## config.mk

```make
export PLATFORM = sky130hd
export DESIGN_NAME = req_queue_3ch_flat
export DESIGN_NICKNAME = d
export VERILOG_FILES = /design/src/rtl/req_queue_3ch_pkg.sv /design/src/rtl/req_queue_3ch_if.sv /design/src/rtl/req_queue_3ch_chan_fifo.sv /design/src/rtl/req_queue_3ch.sv /design/src/flat_wrapper.sv
export SDC_FILE = /design/constraint.sdc
export NUM_CORES = 1
export LEC_CHECK = 0
export ABC_AREA = 1
export BUFFER_PORTS_ARGS = -buffer_cell sky130_fd_sc_hd__buf_2
export CORE_MARGIN = 1
export CORE_UTILIZATION = 49
export CTS_BUF_LIST = sky130_fd_sc_hd__clkbuf_16
export DETAILED_ROUTE_END_ITERATION = 8
export PLACE_DENSITY_LB_ADDON = 0.05
export SLEW_MARGIN = 20
export SYNTH_ARGS = -nofsm -noshare
export SYNTH_HDL_FRONTEND = slang
export SYNTH_SLANG_ARGS = --single-unit
```

## constraint.sdc

```tcl
create_clock -name clk -period 5.1 [get_ports clk]
set_input_delay 0.765 -clock clk [delete_from_list [all_inputs] [get_ports clk]]
set_output_delay 0.765 -clock clk [all_outputs]
set_load 0.01 [all_outputs]
```

## src/rtl/req_queue_3ch_pkg.sv

```systemverilog
// Shared definitions for the three-channel request queue and its arbiter bench.
package req_queue_3ch_pkg;

   localparam int NUM_CH = 3;

   typedef logic [1:0] src_t;

   function automatic src_t onehot_to_idx(input logic [NUM_CH-1:0] oh);
      src_t idx;
      idx = '0;
      for (int i = 0; i < NUM_CH; i++) begin
         if (oh[i]) idx = src_t'(i);
      end
      return idx;
   endfunction

   // Zero or exactly one bit set counts as legal; an idle arbiter drives all zeros.
   function automatic logic grant_legal(input logic [NUM_CH-1:0] v);
      return (v & (v - 1'b1)) == '0;
   endfunction

endpackage

```

## src/rtl/req_queue_3ch_if.sv

```systemverilog
// Bundle of push-side, arbiter-side and output-side signals of req_queue_3ch.
interface req_queue_3ch_if #(parameter int DW = 8);
   import req_queue_3ch_pkg::*;

   logic [NUM_CH-1:0]    push;
   logic [NUM_CH*DW-1:0] push_data;
   logic [NUM_CH-1:0]    full;
   logic [NUM_CH-1:0]    req;
   logic [NUM_CH-1:0]    gnt;
   logic                 out_valid;
   logic [DW-1:0]        out_data;
   src_t                 out_src;
   logic [NUM_CH-1:0]    ovf;
   logic                 gnt_err;

   modport master (
      output push, push_data, gnt,
      input  full, req, out_valid, out_data, out_src, ovf, gnt_err
   );

   modport slave (
      input  push, push_data, gnt,
      output full, req, out_valid, out_data, out_src, ovf, gnt_err
   );

endinterface

```

## src/rtl/req_queue_3ch_chan_fifo.sv

```systemverilog
// Single-channel FIFO with combinational head, count-based flags and sticky overflow.
module chan_fifo #(
   parameter int DW    = 8,
   parameter int DEPTH = 4
) (
   input  logic          clk,
   input  logic          rst_n,
   input  logic          wr_en,
   input  logic [DW-1:0] wr_data,
   input  logic          rd_en,
   output logic [DW-1:0] rd_data,
   output logic          full,
   output logic          empty,
   output logic          ovf
);
   localparam int AW = $clog2(DEPTH);
   localparam logic [AW:0] FULL_CNT = (AW+1)'(DEPTH);

   logic [DW-1:0] mem [DEPTH];
   logic [AW-1:0] wr_ptr_reg, rd_ptr_reg;
   logic [AW:0]   count_reg, count_next;
   logic          wr_ok, rd_ok;

   assign full    = (count_reg == FULL_CNT);
   assign empty   = (count_reg == '0);
   // A push into a full FIFO is dropped even when the same cycle pops.
   assign wr_ok   = wr_en && !full;
   assign rd_ok   = rd_en && !empty;
   assign rd_data = mem[rd_ptr_reg];

   always_comb begin
      count_next = count_reg;
      if (wr_ok && !rd_ok)      count_next = count_reg + 1'b1;
      else if (!wr_ok && rd_ok) count_next = count_reg - 1'b1;
   end

   always_ff @(posedge clk) begin
      if (wr_ok) mem[wr_ptr_reg] <= wr_data;
   end

   always_ff @(posedge clk or negedge rst_n) begin
      if (!rst_n) begin
         wr_ptr_reg <= '0;
         rd_ptr_reg <= '0;
         count_reg  <= '0;
         ovf        <= 1'b0;
      end else begin
         if (wr_ok)          wr_ptr_reg <= wr_ptr_reg + 1'b1;
         if (rd_ok)          rd_ptr_reg <= rd_ptr_reg + 1'b1;
         if (wr_en && full)  ovf        <= 1'b1;
         count_reg <= count_next;
      end
   end

endmodule

```

## src/rtl/req_queue_3ch.sv

```systemverilog
// Per-channel request buffering in front of the round-robin arbiter; pops on grant.
module req_queue_3ch
   import req_queue_3ch_pkg::*;
#(
   parameter int DW    = 8,
   parameter int DEPTH = 4
) (
   input logic           clk,
   input logic           rst_n,
   req_queue_3ch_if.slave bus
);
   logic [DW-1:0]     head [NUM_CH];
   logic [NUM_CH-1:0] empty;
   logic [NUM_CH-1:0] pop;
   logic              legal;
   logic              valid_gnt;
   src_t              gnt_idx;

   assign legal     = grant_legal(bus.gnt);
   // Grants to empty channels are idle grants and simply ignored.
   assign valid_gnt = legal && |(bus.gnt & bus.req);
   assign gnt_idx   = onehot_to_idx(bus.gnt);

   generate
      for (genvar gi = 0; gi < NUM_CH; gi++) begin : g_ch
         assign pop[gi]     = valid_gnt && bus.gnt[gi];
         assign bus.req[gi] = !empty[gi];

         chan_fifo #(.DW(DW), .DEPTH(DEPTH)) u_fifo (
            .clk     (clk),
            .rst_n   (rst_n),
            .wr_en   (bus.push[gi]),
            .wr_data (bus.push_data[gi*DW +: DW]),
            .rd_en   (pop[gi]),
            .rd_data (head[gi]),
            .full    (bus.full[gi]),
            .empty   (empty[gi]),
            .ovf     (bus.ovf[gi])
         );
      end
   endgenerate

   always_ff @(posedge clk or negedge rst_n) begin
      if (!rst_n) begin
         bus.out_valid <= 1'b0;
         bus.out_data  <= '0;
         bus.out_src   <= '0;
         bus.gnt_err   <= 1'b0;
      end else begin
         bus.out_valid <= valid_gnt;
         if (valid_gnt) begin
            bus.out_data <= head[gnt_idx];
            bus.out_src  <= gnt_idx;
         end
         if (!legal) bus.gnt_err <= 1'b1;
      end
   end

endmodule

```

## src/flat_wrapper.sv

```systemverilog
// flat-port wrapper written by rule: the top's interface ports become plain ports
module req_queue_3ch_flat import req_queue_3ch_pkg::*;
#(
   parameter int DW    = 8,
   parameter int DEPTH = 4
)
  (clk, rst_n, bus_push, bus_push_data, bus_gnt, bus_full, bus_req, bus_out_valid, bus_out_data, bus_out_src, bus_ovf, bus_gnt_err);
  req_queue_3ch_if #(.DW(DW)) bus_i ();
  input logic clk;
  input logic rst_n;
  input wire logic [$bits(bus_i.push)-1:0] bus_push;
  input wire logic [$bits(bus_i.push_data)-1:0] bus_push_data;
  input wire logic [$bits(bus_i.gnt)-1:0] bus_gnt;
  output wire logic [$bits(bus_i.full)-1:0] bus_full;
  output wire logic [$bits(bus_i.req)-1:0] bus_req;
  output wire logic [$bits(bus_i.out_valid)-1:0] bus_out_valid;
  output wire logic [$bits(bus_i.out_data)-1:0] bus_out_data;
  output wire logic [$bits(bus_i.out_src)-1:0] bus_out_src;
  output wire logic [$bits(bus_i.ovf)-1:0] bus_ovf;
  output wire logic [$bits(bus_i.gnt_err)-1:0] bus_gnt_err;
  assign bus_i.push = bus_push;
  assign bus_i.push_data = bus_push_data;
  assign bus_i.gnt = bus_gnt;
  assign bus_full = bus_i.full;
  assign bus_req = bus_i.req;
  assign bus_out_valid = bus_i.out_valid;
  assign bus_out_data = bus_i.out_data;
  assign bus_out_src = bus_i.out_src;
  assign bus_ovf = bus_i.ovf;
  assign bus_gnt_err = bus_i.gnt_err;
  req_queue_3ch #(.DW(DW), .DEPTH(DEPTH)) u_core (.clk(clk), .rst_n(rst_n), .bus(bus_i));
endmodule
```

Yosys cells after proc, flatten, opt, wreduce, memory -nomap -nowiden
Memory sizes are Yosys's and may differ from the RTL's.
Index checks and enable logic that the tools add are counted.
{ "word_totals": {"regBits": 36, "latchBits": 0, "mem_bits_rw": 96, "mem_bits_ro": 0, "input_bits": 32, "wordCells": 95, "n_memories": 3} }
{ "classes": {"n_addsub": 13, "mul": 0, "div_mod_pow": 0, "order_cmp": 1, "n_eq_ne": 3, "n_shift": 0, "muxes": 17, "bitwise_logic": 3, "reduce_logical": 39} }
{ "mem_list": {"columns": ["memory", "depth", "word_bits", "read_ports", "rd_ports_with_merged_regs", "write_ports", "line", "source"], "rows": [
  ["u_core.g_ch[0].u_fifo.mem", 4, 8, 1, 0, 1, "req_queue_3ch_chan_fifo.sv:19", "logic [DW-1:0] mem [DEPTH];"],
  ["u_core.g_ch[1].u_fifo.mem", 4, 8, 1, 0, 1, "req_queue_3ch_chan_fifo.sv:19", null],
  ["u_core.g_ch[2].u_fifo.mem", 4, 8, 1, 0, 1, "req_queue_3ch_chan_fifo.sv:19", null]
]} }
{ "ops": {"columns": ["operator", "count"], "rows": [
  ["1-bit logical AND", 19],
  ["3-bit two-way mux", 6],
  ["8-bit binary-select mux with 2-bit select", 1],
  ["8-bit two-way mux", 2],
  ["2-bit by 1-bit adder with 2-bit output (second input constant)", 6],
  ["1-bit zero test", 12],
  ["3-bit zero test", 4],
  ["3-bit by 1-bit subtractor with 3-bit output (second input constant)", 4],
  ["3-bit by 1-bit adder with 3-bit output (second input constant)", 3],
  ["3-bit == test (second input constant)", 3],
  ["1-bit two-way mux", 7],
  ["3-bit AND", 2],
  ["2-bit nonzero test", 3],
  ["3-bit greater-or-equal comparator (second input constant)", 1],
  ["2-bit inverter with 3-bit output", 1],
  ["3-bit OR reduction", 1],
  ["2-bit two-way mux", 1]
]} }

Depth between registers and ports, before layout
{ "logic_depth": {"word_depth": 10, "mapped_depth": 12, "ltp_nobuf": 12} }

Hierarchy
Synthesis repeated with hierarchy kept, for this count alone.
{ "hier_totals": {"cells_unflattened": 588, "hier_area_um2": 6048.3} }
{ "by_module_without_submodules": {"columns": ["module", "instances", "cells_per_inst", "area_per_inst_um2"], "rows": [
  ["chan_fifo at u_core.g_ch[0].u_fifo ...", 2, 158, 1773.0],
  ["chan_fifo at u_core.g_ch[2].u_fifo", 1, 158, 1770.4],
  ["req_queue_3ch", 1, 114, 732.0]
]} }

Least setup slack after synthesis
Ideal clock, no wire load.
{ "synth_timing": {"kind": "input-to-reg", "startpoint": "input port bus_gnt[2]", "endpoint": "register u_core.g_ch[2].u_fifo.count_reg[2]", "setup_ps": 131, "arrival_time_ps": 2107, "t_required_ps": 4969, "slack_ps": 2862, "cell_stages": 10, "n_path_buf": 0, "path_cell_list": "nand2_1 nand2_1 o21ai_2 nand3_1 ha_1 inv_1 fa_1 a21oi_1 o21ai_0 xor2_1"} }
{ "synth_between": {"elab_chain_len": 9, "elab_cells_between_ends": 13, "cone_classes": "1 x add/sub; 1 x mux; 2 x bitwise; 9 x reduce/logical"} }
{ "synth_rtl": {"columns": ["item", "line", "source"], "rows": [
  ["start: declaration", "flat_wrapper.sv:13", "input wire logic [$bits(bus_i.gnt)-1:0] bus_gnt;"],
  ["3-bit by 1-bit subtractor with 3-bit output", "req_queue_3ch_pkg.sv:19", "return (v & (v - 1'b1)) == '0;"],
  ["3-bit AND", "req_queue_3ch_pkg.sv:19", null],
  ["3-bit zero test", "req_queue_3ch_pkg.sv:19", null],
  ["1-bit logical AND", "req_queue_3ch.sv:21", "assign valid_gnt = legal && |(bus.gnt & bus.req);"],
  ["1-bit logical AND *", "req_queue_3ch.sv:26", "assign pop[gi] = valid_gnt && bus.gnt[gi];"],
  ["1-bit logical AND *", "req_queue_3ch_chan_fifo.sv:28", "assign rd_ok = rd_en && !empty;"],
  ["1-bit zero test", "req_queue_3ch_chan_fifo.sv:33", "if (wr_ok && !rd_ok) count_next = count_reg + 1'b1;"],
  ["1-bit logical AND", "req_queue_3ch_chan_fifo.sv:33", null],
  ["3-bit two-way mux / 2-bit nonzero test (equally long branches)", null, null],
  ["end signal: assignment", "req_queue_3ch_chan_fifo.sv:51", "count_reg <= count_next;"],
  ["end: declaration", "req_queue_3ch_chan_fifo.sv:21", "logic [AW:0] count_reg, count_next;"]
]} }
Every way passes the cells marked *; elsewhere a longest branch is shown, timed or not.
A chain may end at the register's enable or synchronous reset.

Final worst setup path
Ends and elaborated chain as after synthesis.

==> impl_metrics.xml <==
<?xml version="1.0" encoding="UTF-8"?>
<metrics>
  <group name="drt">
    <metric name="postRouteAntennaNets" unit="">0</metric>
    <metric name="drt-vias-per-instance" unit="">4.81</metric>
    <metric name="detail_route.wl_per_cell" unit="µm">14.4</metric>
    <metric name="via_count" unit="">3758</metric>
    <metric name="final_routed_wirelength_across_all_metal_layers" unit="µm">11300</metric>
    <metric name="firstDrtPassIters" unit="">6</metric>
    <metric name="route.detailed.drc" unit="">6</metric>
    <metric name="number_of_drc_markers_after_the_initial_detailed_route_iteration" unit="">235</metric>
  </group>
  <group name="sta">
    <metric name="tightest_slew" unit="ns">0.873</metric>
    <metric name="report.final.hold_viol_count" unit="">0</metric>
    <metric name="relSlewSlack" unit="">0.418</metric>
    <metric name="period_needed" unit="ns">2.33</metric>
    <metric name="totalNegativeSetupSlack" unit="ns">0</metric>
    <metric name="rsz0062_at_grt" unit="">no</metric>
    <metric name="finalClockSkew" unit="ns">0.0136</metric>
    <metric name="final_max_slew_viol_count" unit="">0</metric>
    <metric name="fin_crit_sh" unit="">0.456</metric>
    <metric name="final_ws_setup" unit="ns">2.77</metric>
    <metric name="max_freq" unit="MHz">430</metric>
    <metric name="setup_viol" unit="">0</metric>
  </group>
  <group name="cells_and_area">
    <metric name="antenna_cells_inserted" unit="">0</metric>
    <metric name="finish.net_count" unit="">676</metric>
    <metric name="drive_gt1_frac" unit="">0.136</metric>
    <metric name="largest_register_ff_count" unit="">96</metric>
    <metric name="area_growth_syn_to_layout" unit="%">13.9</metric>
    <metric name="final_cells" unit="">782</metric>
    <metric name="postLayoutCellArea" unit="µm²">6730</metric>
  </group>
  <group name="place">
    <metric name="place.detailed.hpwl" unit="µm">7630</metric>
    <metric name="placed_cells_incl_taps" unit="">750</metric>
    <metric name="place.port_buffers" unit="">52</metric>
    <metric name="preCtsSetupSlack" unit="ns">2.35</metric>
    <metric name="post_dp_cell_area" unit="µm²">6210</metric>
    <metric name="gp_weighted_congestion" unit="">0.774</metric>
  </group>
  <group name="logic_synthesis">
    <metric name="postSynth.topFlopCell" unit="">sky130_fd_sc_hd__edfxtp_1</metric>
    <metric name="synth.cell_area" unit="µm²">5910</metric>
    <metric name="synth.distinct_cells" unit="">23</metric>
    <metric name="synth_async_sr_flop_share" unit="">0.273</metric>
    <metric name="ff_latch_count_synth" unit="">132</metric>
    <metric name="synth_nets" unit="">625</metric>
    <metric name="synth_warnings" unit="">0</metric>
    <metric name="synth-edff-count" unit="">96</metric>
    <metric name="synthesis.area_per_instance" unit="µm²">10.3</metric>
    <metric name="synth-seq-area-share" unit="">0.640</metric>
    <metric name="synthCells" unit="">575</metric>
  </group>
  <group name="critical_path">
    <metric name="worst-path-max-fanout" unit="">14</metric>
    <metric name="start_kind" unit="">input port</metric>
    <metric name="timing.rr.start" unit="">u_core.g_ch[2].u_fifo.count_reg[1]</metric>
    <metric name="reg2reg_setup_slack" unit="ns">2.98</metric>
    <metric name="critPathKind" unit="">in2reg</metric>
    <metric name="worstPathCellList" unit="">buf_2, nand2_1, nand2_1, o21ai_2, nand3_1, ha_1, inv_1, fa_1, a21oi_1, o21ai_0, xor2_1</metric>
    <metric name="setup.worst_path.end" unit="">u_core.g_ch[2].u_fifo.count_reg[2]</metric>
    <metric name="worst-endpoint-arrival" unit="ns">2.62</metric>
    <metric name="r2r_end" unit="">u_core.g_ch[2].u_fifo.count_reg[2]</metric>
    <metric name="critPathTopFamily" unit="">adder cells</metric>
    <metric name="timing.critical_path.from" unit="">bus_gnt[2]</metric>
    <metric name="worst-r2r-cell-count" unit="">9</metric>
    <metric name="end_kind" unit="">flop</metric>
    <metric name="crit_required" unit="ns">5.40</metric>
    <metric name="critical_path.most_common_cell" unit="">sky130_fd_sc_hd__nand2_1</metric>
    <metric name="cp_num_buf_inv" unit="">2</metric>
    <metric name="cp_num_cells" unit="">11</metric>
    <metric name="crit_path_max_incr_delay" unit="ns">0.44</metric>
    <metric name="crit_path_top_delay_cell" unit="">sky130_fd_sc_hd__fa_1</metric>
  </group>
  <group name="global_route">
    <metric name="grt.overflow.total" unit="">0</metric>
    <metric name="wire_length_of_the_first_global_routing_pass" unit="µm">18700</metric>
    <metric name="grt_antenna_before_repair" unit="">0</metric>
    <metric name="grt_max_degree" unit="">37</metric>
    <metric name="grt_usage" unit="">0.201</metric>
    <metric name="first_global_vias" unit="">3651</metric>
  </group>
  <group name="floorplan">
    <metric name="start_util" unit="">0.511</metric>
    <metric name="floorplan.die_area" unit="µm²">12500</metric>
    <metric name="placeableCoreArea" unit="µm²">11600</metric>
    <metric name="placement_rows" unit="">39</metric>
    <metric name="pin_count" unit="">53</metric>
    <metric name="dieHeight" unit="µm">112</metric>
    <metric name="floorplan.die.width" unit="µm">112</metric>
  </group>
  <group name="cts">
    <metric name="post_cts.resized_instances" unit="">0</metric>
    <metric name="ctsLongestPathBuffers" unit="">2</metric>
    <metric name="cts_inserted_buffers" unit="">17</metric>
    <metric name="worstSkewPairLatency" unit="ns">0.42</metric>
    <metric name="clkTransAtPathRegs" unit="ns">0.06</metric>
    <metric name="clock_tree.htree_level_count" unit="">4</metric>
    <metric name="clock_root_buffer_master" unit="">sky130_fd_sc_hd__clkbuf_16</metric>
    <metric name="postCtsSetupBuffers" unit="">0</metric>
    <metric name="ctsHoldBuffers" unit="">0</metric>
    <metric name="clock_sinks" unit="">132</metric>
    <metric name="cts_tree" unit="">done</metric>
  </group>
  <group name="outcome">
    <metric name="violations" unit="">DRC</metric>
    <metric name="run_status" unit="">finished, violations left</metric>
  </group>
  <group name="min_path">
    <metric name="min_path_cells" unit="">1</metric>
    <metric name="min_path_type" unit="">reg2reg</metric>
  </group>
  <group name="pwr">
    <metric name="leakage" unit="µW">0.00314</metric>
    <metric name="ir_drop" unit="µV">268</metric>
    <metric name="report.power.total" unit="µW">3830</metric>
    <metric name="cellPowerDensity" unit="nW/µm²">569</metric>
  </group>
  <group name="run">
    <metric name="drv_cap" unit="">0</metric>
  </group>
</metrics>
==> cell usage after synthesis (all sizes together) (4+ instances only) <==
| cell type | instances | area (µm²) |
|---|---|---|
| nand2 | 175 | 667 |
| inv | 103 | 387 |
| edfxtp | 96 | 2880 |
| nand3 | 77 | 395 |
| dfrtp | 36 | 901 |
| nor2 | 21 | 81.3 |
| buf | 19 | 140 |
| ha | 15 | 188 |
| xor2 | 9 | 78.8 |
| o21ai | 7 | 38.8 |
| a21oi | 6 | 30.0 |
| xnor2 | 4 | 35.0 |
==> where the power goes <==
group	switching (µW)	internal [µW]	total, µW
Combinational	693	378	1070
Clock	426	652	1080
Sequential	221	1460	1680
==> logic make-up after synthesis <==
logic type | Yosys count | synth area share
DFF | 132 | 0.640
adders and majority gates | 18 | 0.0419
xor gates and xnor gates | 13 | 0.0193
and+or+nand+nor | 273 | 0.193
AOI/OAI and AO/OA | 16 | 0.0155
buffers and inverters | 123 | 0.0898
==> area by class of cell <==
class / instances / area [µm²]
Multi-Input combinational cell: 320 / 1600
Sequential cell: 132 / 3780
Timing Repair Buffer: 52 / 260
Tap cell: 143 / 179
Fill cell: 989 / 4830
Clock inverter: 15 / 101
Inverter: 103 / 387
Clock buffer: 17 / 425
==> worst min path at each step <==
| stage | startpoint | endpoint | slack, ns |
|---|---|---|---|
| finish | u_core.g_ch[2].u_fifo.ovf | u_core.g_ch[2].u_fifo.ovf | 0.45 |
| detailed placement | u_core.g_ch[1].u_fifo.ovf | u_core.g_ch[1].u_fifo.ovf | 0.44 |
| CTS | u_core.g_ch[1].u_fifo.ovf | u_core.g_ch[1].u_fifo.ovf | 0.45 |
| floorplan | u_core.g_ch[0].u_fifo.ovf | u_core.g_ch[0].u_fifo.ovf | 0.43 |
| global route | u_core.g_ch[0].u_fifo.ovf | u_core.g_ch[0].u_fifo.ovf | 0.46 |
| global placement | u_core.g_ch[1].u_fifo.ovf | u_core.g_ch[1].u_fifo.ovf | 0.43 |
==> layout by cell type, fill, tap and decap left out, types with 2 or more instances in the layout <==
cell type / synthesis / layout
sky130_fd_sc_hd__nand2_1: 173 / 173
sky130_fd_sc_hd__o21ai_0: 6 / 6
sky130_fd_sc_hd__nor2_1: 20 / 20
sky130_fd_sc_hd__edfxtp_1: 96 / 96
sky130_fd_sc_hd__inv_1: 99 / 102
sky130_fd_sc_hd__a21oi_1: 6 / 6
sky130_fd_sc_hd__clkinvlp_4: 0 / 4
sky130_fd_sc_hd__buf_2: 4 / 52
sky130_fd_sc_hd__fa_1: 3 / 3
sky130_fd_sc_hd__nand3_2: 2 / 2
sky130_fd_sc_hd__inv_2: 4 / 4
sky130_fd_sc_hd__clkbuf_16: 0 / 17
sky130_fd_sc_hd__ha_1: 15 / 15
sky130_fd_sc_hd__dfrtp_1: 36 / 36
sky130_fd_sc_hd__nand3_1: 75 / 75
sky130_fd_sc_hd__clkinv_1: 0 / 4
sky130_fd_sc_hd__xor2_1: 9 / 9
sky130_fd_sc_hd__a21o_1: 3 / 3
sky130_fd_sc_hd__xnor2_1: 4 / 4
sky130_fd_sc_hd__clkinv_2: 0 / 3
==> routing by layer <==
metal	up-vias	global-route usage	share of wire
li1	1922	-	-
met1	1748	0.269	0.46
met2	77	0.309	0.47
met3	11	0.0533	0.047
met4	0	0.0892	0.015
met5	-	0	0
==> through the flow <==
| stage | hold WS [ns] | util |
|---|---|---|
| after floorplan | 0.429 | - |
| after global placement | 0.432 | 0.537 |
| after detailed placement | 0.439 | 0.537 |
| after CTS | 0.452 | 0.582 |
| after global routing | 0.464 | 0.582 |
| final | 0.447 | 0.582 |
==> worst reg2reg max path: cells and delay by family, from the launching register on <==
kind | cells | cell delay [ns]
fa+ha+maj | 2 | 0.63
flops | 1 | 0.39
simple gates | 2 | 0.40
buf+inv | 2 | 0.18
xor+xnor | 1 | 0.15
compound gates | 2 | 0.27
Power figures use the tool's default switching activity.
